$ cat config.mk
export PLATFORM = sky130hd
export DESIGN_NAME = inst_mem_arbiter
export DESIGN_NICKNAME = d
export VERILOG_FILES = /design/src/rtl/inst_arb_pkg.sv /design/src/rtl/inst_arb_sel.sv /design/src/rtl/inst_mem_arbiter.sv
export SDC_FILE = /design/constraint.sdc
export NUM_CORES = 1
export LEC_CHECK = 0
export ABC_AREA = 1
export CORE_UTILIZATION = 35
export CTS_CLUSTER_SIZE = 12
export DETAILED_ROUTE_END_ITERATION = 10
export PLACE_DENSITY = 0.95
export SLEW_MARGIN = 5
export SYNTH_ARGS = -nofsm -noshare
export SYNTH_HDL_FRONTEND = slang
export SYNTH_SLANG_ARGS = --single-unit
export TNS_END_PERCENT = 20
$ cat constraint.sdc
create_clock -name i_clk -period 1.59 [get_ports i_clk]
set_input_delay 0.159 -clock i_clk [delete_from_list [all_inputs] [get_ports i_clk]]
set_output_delay 0.159 -clock i_clk [all_outputs]
set_load 0.01 [all_outputs]
$ cat src/rtl/inst_arb_pkg.sv
// Shared types and defaults for the instruction-memory arbiter.
// Optional feature: define INST_ARB_RR_EN for round-robin arbitration.
package inst_arb_pkg;

    localparam int unsigned ADDR_W_DEF = 8;
    localparam int unsigned DATA_W_DEF = 32;

    typedef enum logic [2:0] {
        StIdle,
        StWr,
        StRd,
        StRdCap,
        StRdDone
    } state_e;

    typedef enum logic {
        GNT_WR = 1'b0,
        GNT_RD = 1'b1
    } gnt_e;

endpackage

$ cat src/rtl/inst_arb_sel.sv
// Grant selection between the I2C write port and the fetch read port.
// With INST_ARB_RR_EN defined, ties go to the side not granted last;
// otherwise a write always wins and no last-grant input exists.
module inst_arb_sel
    import inst_arb_pkg::*;
(
    input  logic i_wr_elig,
    input  logic i_rd_elig,
`ifdef INST_ARB_RR_EN
    input  gnt_e i_last_gnt,
`endif
    output logic o_gnt_vld,
    output gnt_e o_gnt
);

    // Pick a winner among the eligible requests.
    always_comb begin
        o_gnt_vld = i_wr_elig | i_rd_elig;
        o_gnt     = GNT_RD;
`ifdef INST_ARB_RR_EN
        if (i_wr_elig && (!i_rd_elig || (i_last_gnt == GNT_RD))) begin
            o_gnt = GNT_WR;
        end
`else
        if (i_wr_elig) begin
            o_gnt = GNT_WR;
        end
`endif
    end

endmodule

$ cat src/rtl/inst_mem_arbiter.sv
// Arbitrates a single-port instruction memory between byte writes (I2C
// programming path) and word fetches. Reads are blocked in programming mode.
// Optional feature: define INST_ARB_RR_EN for round-robin on simultaneous requests.
module inst_mem_arbiter
    import inst_arb_pkg::*;
#(
    parameter int unsigned ADDR_W = ADDR_W_DEF,
    parameter int unsigned DATA_W = DATA_W_DEF
) (
    input  logic              i_clk,
    input  logic              i_rst,
    input  logic              i_prog_mode,
    input  logic              i_wr_req,
    input  logic [ADDR_W-1:0] i_wr_addr,
    input  logic [7:0]        i_wr_data,
    output logic              o_wr_ack,
    input  logic              i_rd_req,
    input  logic [ADDR_W-1:0] i_rd_addr,
    output logic              o_rd_valid,
    output logic [DATA_W-1:0] o_rd_data,
    output logic              o_mem_cs,
    output logic              o_mem_we,
    output logic [ADDR_W-1:0] o_mem_addr,
    output logic [7:0]        o_mem_wdata,
    input  logic [DATA_W-1:0] i_mem_rdata,
    output logic              o_busy
);

    state_e            state_q, state_d;
    logic [DATA_W-1:0] rd_data_q, rd_data_d;
    logic              wr_elig, rd_elig;
    logic              gnt_vld;
    gnt_e              gnt;

    assign wr_elig = i_wr_req;
    assign rd_elig = i_rd_req & ~i_prog_mode;

`ifdef INST_ARB_RR_EN
    gnt_e last_gnt_q, last_gnt_d;

    // Remember the winner of every grant taken in IDLE.
    always_comb begin
        last_gnt_d = last_gnt_q;
        if ((state_q == StIdle) && gnt_vld) begin
            last_gnt_d = gnt;
        end
    end

    // Last-grant register; reset favours the write side on the first tie.
    always_ff @(posedge i_clk) begin
        if (i_rst) begin
            last_gnt_q <= GNT_RD;
        end else begin
            last_gnt_q <= last_gnt_d;
        end
    end
`endif

    inst_arb_sel u_sel (
        .i_wr_elig  (wr_elig),
        .i_rd_elig  (rd_elig),
`ifdef INST_ARB_RR_EN
        .i_last_gnt (last_gnt_q),
`endif
        .o_gnt_vld  (gnt_vld),
        .o_gnt      (gnt)
    );

    // Next-state logic and memory/handshake outputs for each state.
    always_comb begin
        state_d     = state_q;
        rd_data_d   = rd_data_q;
        o_mem_cs    = 1'b0;
        o_mem_we    = 1'b0;
        o_mem_addr  = '0;
        o_mem_wdata = '0;
        o_wr_ack    = 1'b0;
        o_rd_valid  = 1'b0;
        unique case (state_q)
            StIdle: begin
                if (gnt_vld) begin
                    state_d = (gnt == GNT_WR) ? StWr : StRd;
                end
            end
            StWr: begin
                o_mem_cs    = 1'b1;
                o_mem_we    = 1'b1;
                o_mem_addr  = i_wr_addr;
                o_mem_wdata = i_wr_data;
                o_wr_ack    = 1'b1;
                state_d     = StIdle;
            end
            StRd: begin
                o_mem_cs   = 1'b1;
                o_mem_addr = i_rd_addr;
                state_d    = StRdCap;
            end
            StRdCap: begin
                // Memory has one cycle of read latency; capture its output now.
                o_mem_cs   = 1'b1;
                o_mem_addr = i_rd_addr;
                rd_data_d  = i_mem_rdata;
                state_d    = StRdDone;
            end
            StRdDone: begin
                o_rd_valid = 1'b1;
                state_d    = StIdle;
            end
            default: begin
                state_d = StIdle;
            end
        endcase
    end

    // State and read-data registers with synchronous reset.
    always_ff @(posedge i_clk) begin
        if (i_rst) begin
            state_q   <= StIdle;
            rd_data_q <= '0;
        end else begin
            state_q   <= state_d;
            rd_data_q <= rd_data_d;
        end
    end

    assign o_rd_data = rd_data_q;
    assign o_busy    = (state_q != StIdle);

endmodule

==> flow_summary.toml <==
[critical_path]
crit_path_start_kind = "register"
cp_num_buf_inv = 3
crit_path_end_kind = "output pin"
path_delay_family = "buffers and inverters"
path_class = "register to output pin"
slowest_delay_ns = 0.31
slowest_stage = "dfxtp_1"
cp_max_fo = 8
critical_path_arrival_ns = 1.32
required_ns = 1.43
worstPathCellList = "inv_1 > nand3_2 > buf_4 > nor2_1 > dlygate4sd2_1"

[yosys]
synth_nets = 267
netlist_area_sq_mm = 0.00146
synthCells = 206
synth_most_common_cell = "nor2_1"
synth_top_area_share_pct = 48.1
synth_cell_types = 18
ys_ff_latch = 35
synth_top_area_cell = "dfxtp_1"
async_flop_share_pct = 0
avgSynthCellArea_sq_um = 7.08
synth_flop_cell = "dfxtp_1"
yosys-top-cells-area = "dfxtp_1 48%, nor2_1 20%, o21ai_0 11%"
synth_commonest_cells = "77 x nor2_1, 35 x dfxtp_1, 32 x o21ai_0, 19 x nand2_1, 14 x inv_1"
yosys_warnings = 0
synth_edf_count = 0
yosysSeqAreaShare_pct = 48.1

[clocking]
cts_buffers = 5
cts_setup_buffers = 0
cts_buffer_depth = 2
cts.htree.levels = 2
clkLatencyLatePin_ns = 0.27
cts-root-buf = "clkbuf_8"
cts_sinks = 35
clk_pin_slew_worst_paths_ns = 0.07
tritoncts = "yes"

[route]
vias = 1647
dr.pass1.iters = 4
wl_um = 4160
route.detailed.drc = 0
via_per_inst = 4.46
drt_iter0_drc = 81
ant_nets = 0
wl_per_cell_um = 11.3

[placed_design]
port_buffers = 113
place_ws_ns = -0.0368
gp_congestion = 0.754
placed_cell_area_sq_mm = 0.00260
dpl.hpwl_um = 3290

[sta]
fin_skew_ns = 0.00228
hold_viol = 0
finalSetupViolCount = 0
rsz0062_at_grt = "false"
worstMarginPinSlew_ns = 0.741
max_freq_mhz = 676
totalNegativeSetupSlack_ns = 0
fin_ws_ns = 0.111
drv_slew = 0
slew_headroom_pct = 50.6
period_minus_slack_ns = 1.48
min_period_over_period_pct = 93.0

[floorplan]
rows = 23
start_util_pct = 36.4
die_y_um = 66.5
fp.dieW_um = 66.5
pin_count = 114
fp.coreArea_sq_mm = 0.00400
die-area_sq_mm = 0.00443

[run]
drv_cap = 0

[grt]
grt_usage_pct = 19.0
gr-total-overflow = 0
grt_busiest_layer = "met2"
grt_max_degree = 34
grt_pass1_wl_um = 6350
first_global_vias = 1537
antenna_found_initial = 0
grt_use_met2_pct = 37.1
grtUsageMet1_pct = 18.9
met3_usage_pct = 5.65

[power]
p_switching_mw = 0.515
pwr_density_cell_mw_per_mm2 = 752
total_power_mw = 2.01
max-vdd-ir-drop_mv = 0.585
swShare_pct = 25.6
pwr-share-clk_pct = 30.3
p_leak_nw = 1.15
seqPwrFrac_pct = 46.4
p_int_mw = 1.49
combPwrFrac_pct = 23.2

[layout]
area_growth_pct = 83.4
n_antenna_cell = 0
multi_input_area_sq_um = 613
register_area_sq_um = 703
fillers = 354
layout-drive-gt1-share_pct = 5.64
fin_util_pct = 66.8
post-route-cell-area_sq_mm = 0.00267
nets = 379

[outcome]
status = "finished, final reports clean"

[hold_path]
hold_path_class = "input port to register"
[final cells by class]
class / count / share of cell area (%)
timing repair buffer: 117 / 42.6
sequential: 35 / 26.3
multi-input combinational: 142 / 22.9
clock buffer: 6 / 2.71
inverter: 17 / 2.67
tap: 50 / 2.34
clock inverter: 2 / 0.468
[through the flow]
stage,instances,hold WS (ns)
finish,369,0.480
global route,369,0.504
CTS,369,0.473
detailed placement,361,0.475
global placement,361,0.462
floorplan,206,0.231
[kinds of logic after synthesis]
logic type,Yosys count,synth area share [%]
simple gates,106,29.4
compound gates,36,12.7
flops,35,48.1
buf+inv,29,9.87
[per-layer routing]
metal | vias to the layer above | share of wire [%]
li1 | 863 | -
met1 | 707 | 38
met2 | 69 | 52
met3 | 8 | 7.9
met4 | 0 | 1.4
met5 | - | 0
[sequential cells by signal, indices dropped and copies added (netlist names)]
signal / flops
o_rd_data: 32
state_q: 3
[worst reg2reg max path, cell delays in order (launching register included)]
cell	delay, ns
dfxtp_2	0.33
inv_2	0.06
buf_6	0.15
nand3_4	0.21
inv_4	0.32
nor2_1	0.08
nor2_1	0.13
[power groups by stage]
| stage | logic (mW) | registers (mW) | clock network (mW) |
|---|---|---|---|
| after floorplan | 0.168 | 0.967 | 0 |
| after global placement | 0.487 | 0.951 | 0 |
| after detailed placement | 0.498 | 0.953 | 0 |
| after CTS | 0.471 | 0.934 | 0.628 |
| after global routing | 0.512 | 0.937 | 0.685 |
| final | 0.466 | 0.933 | 0.610 |
[layout by cell type (no fill, tap or decap)]
cell type	n
o21ai_0	32
clkbuf_1	1
inv_2	1
clkinv_2	1
nand3_4	1
dfxtp_2	2
nand3_1	8
dfxtp_1	33
a21oi_1	2
nor2_1	77
inv_4	1
inv_1	14
clkinv_4	1
nand3_2	1
nand2_1	19
buf_6	1
buf_4	3
o211ai_1	2
clkinvlp_4	1
dlygate4sd2_1	21
clkdlybuf4s50_1	92
clkbuf_8	5
[path summary, 6_finish.rpt]
kind | from | end | slack (ns) | depth (start not counted)
setup / recovery | state_q[1] | o_mem_wdata[2] | 0.11 | 5
hold / removal | i_rst | state_q[0] | 0.48 | 2
setup reg to reg | state_q[2] | o_rd_data[27] | 0.23 | 6
hold reg to reg | o_rd_data[10] | o_rd_data[10] | 0.48 | 2
[repair_timing]
item                                    CTS  global route
gates resized for setup                  24             2
endpoints found under the setup margin   21             1
gates cloned                              0             0
hold endpoints to repair                  0             0
hold buffers                              0             0
pin swaps                                 0             0
Power figures use the tool's default switching activity.
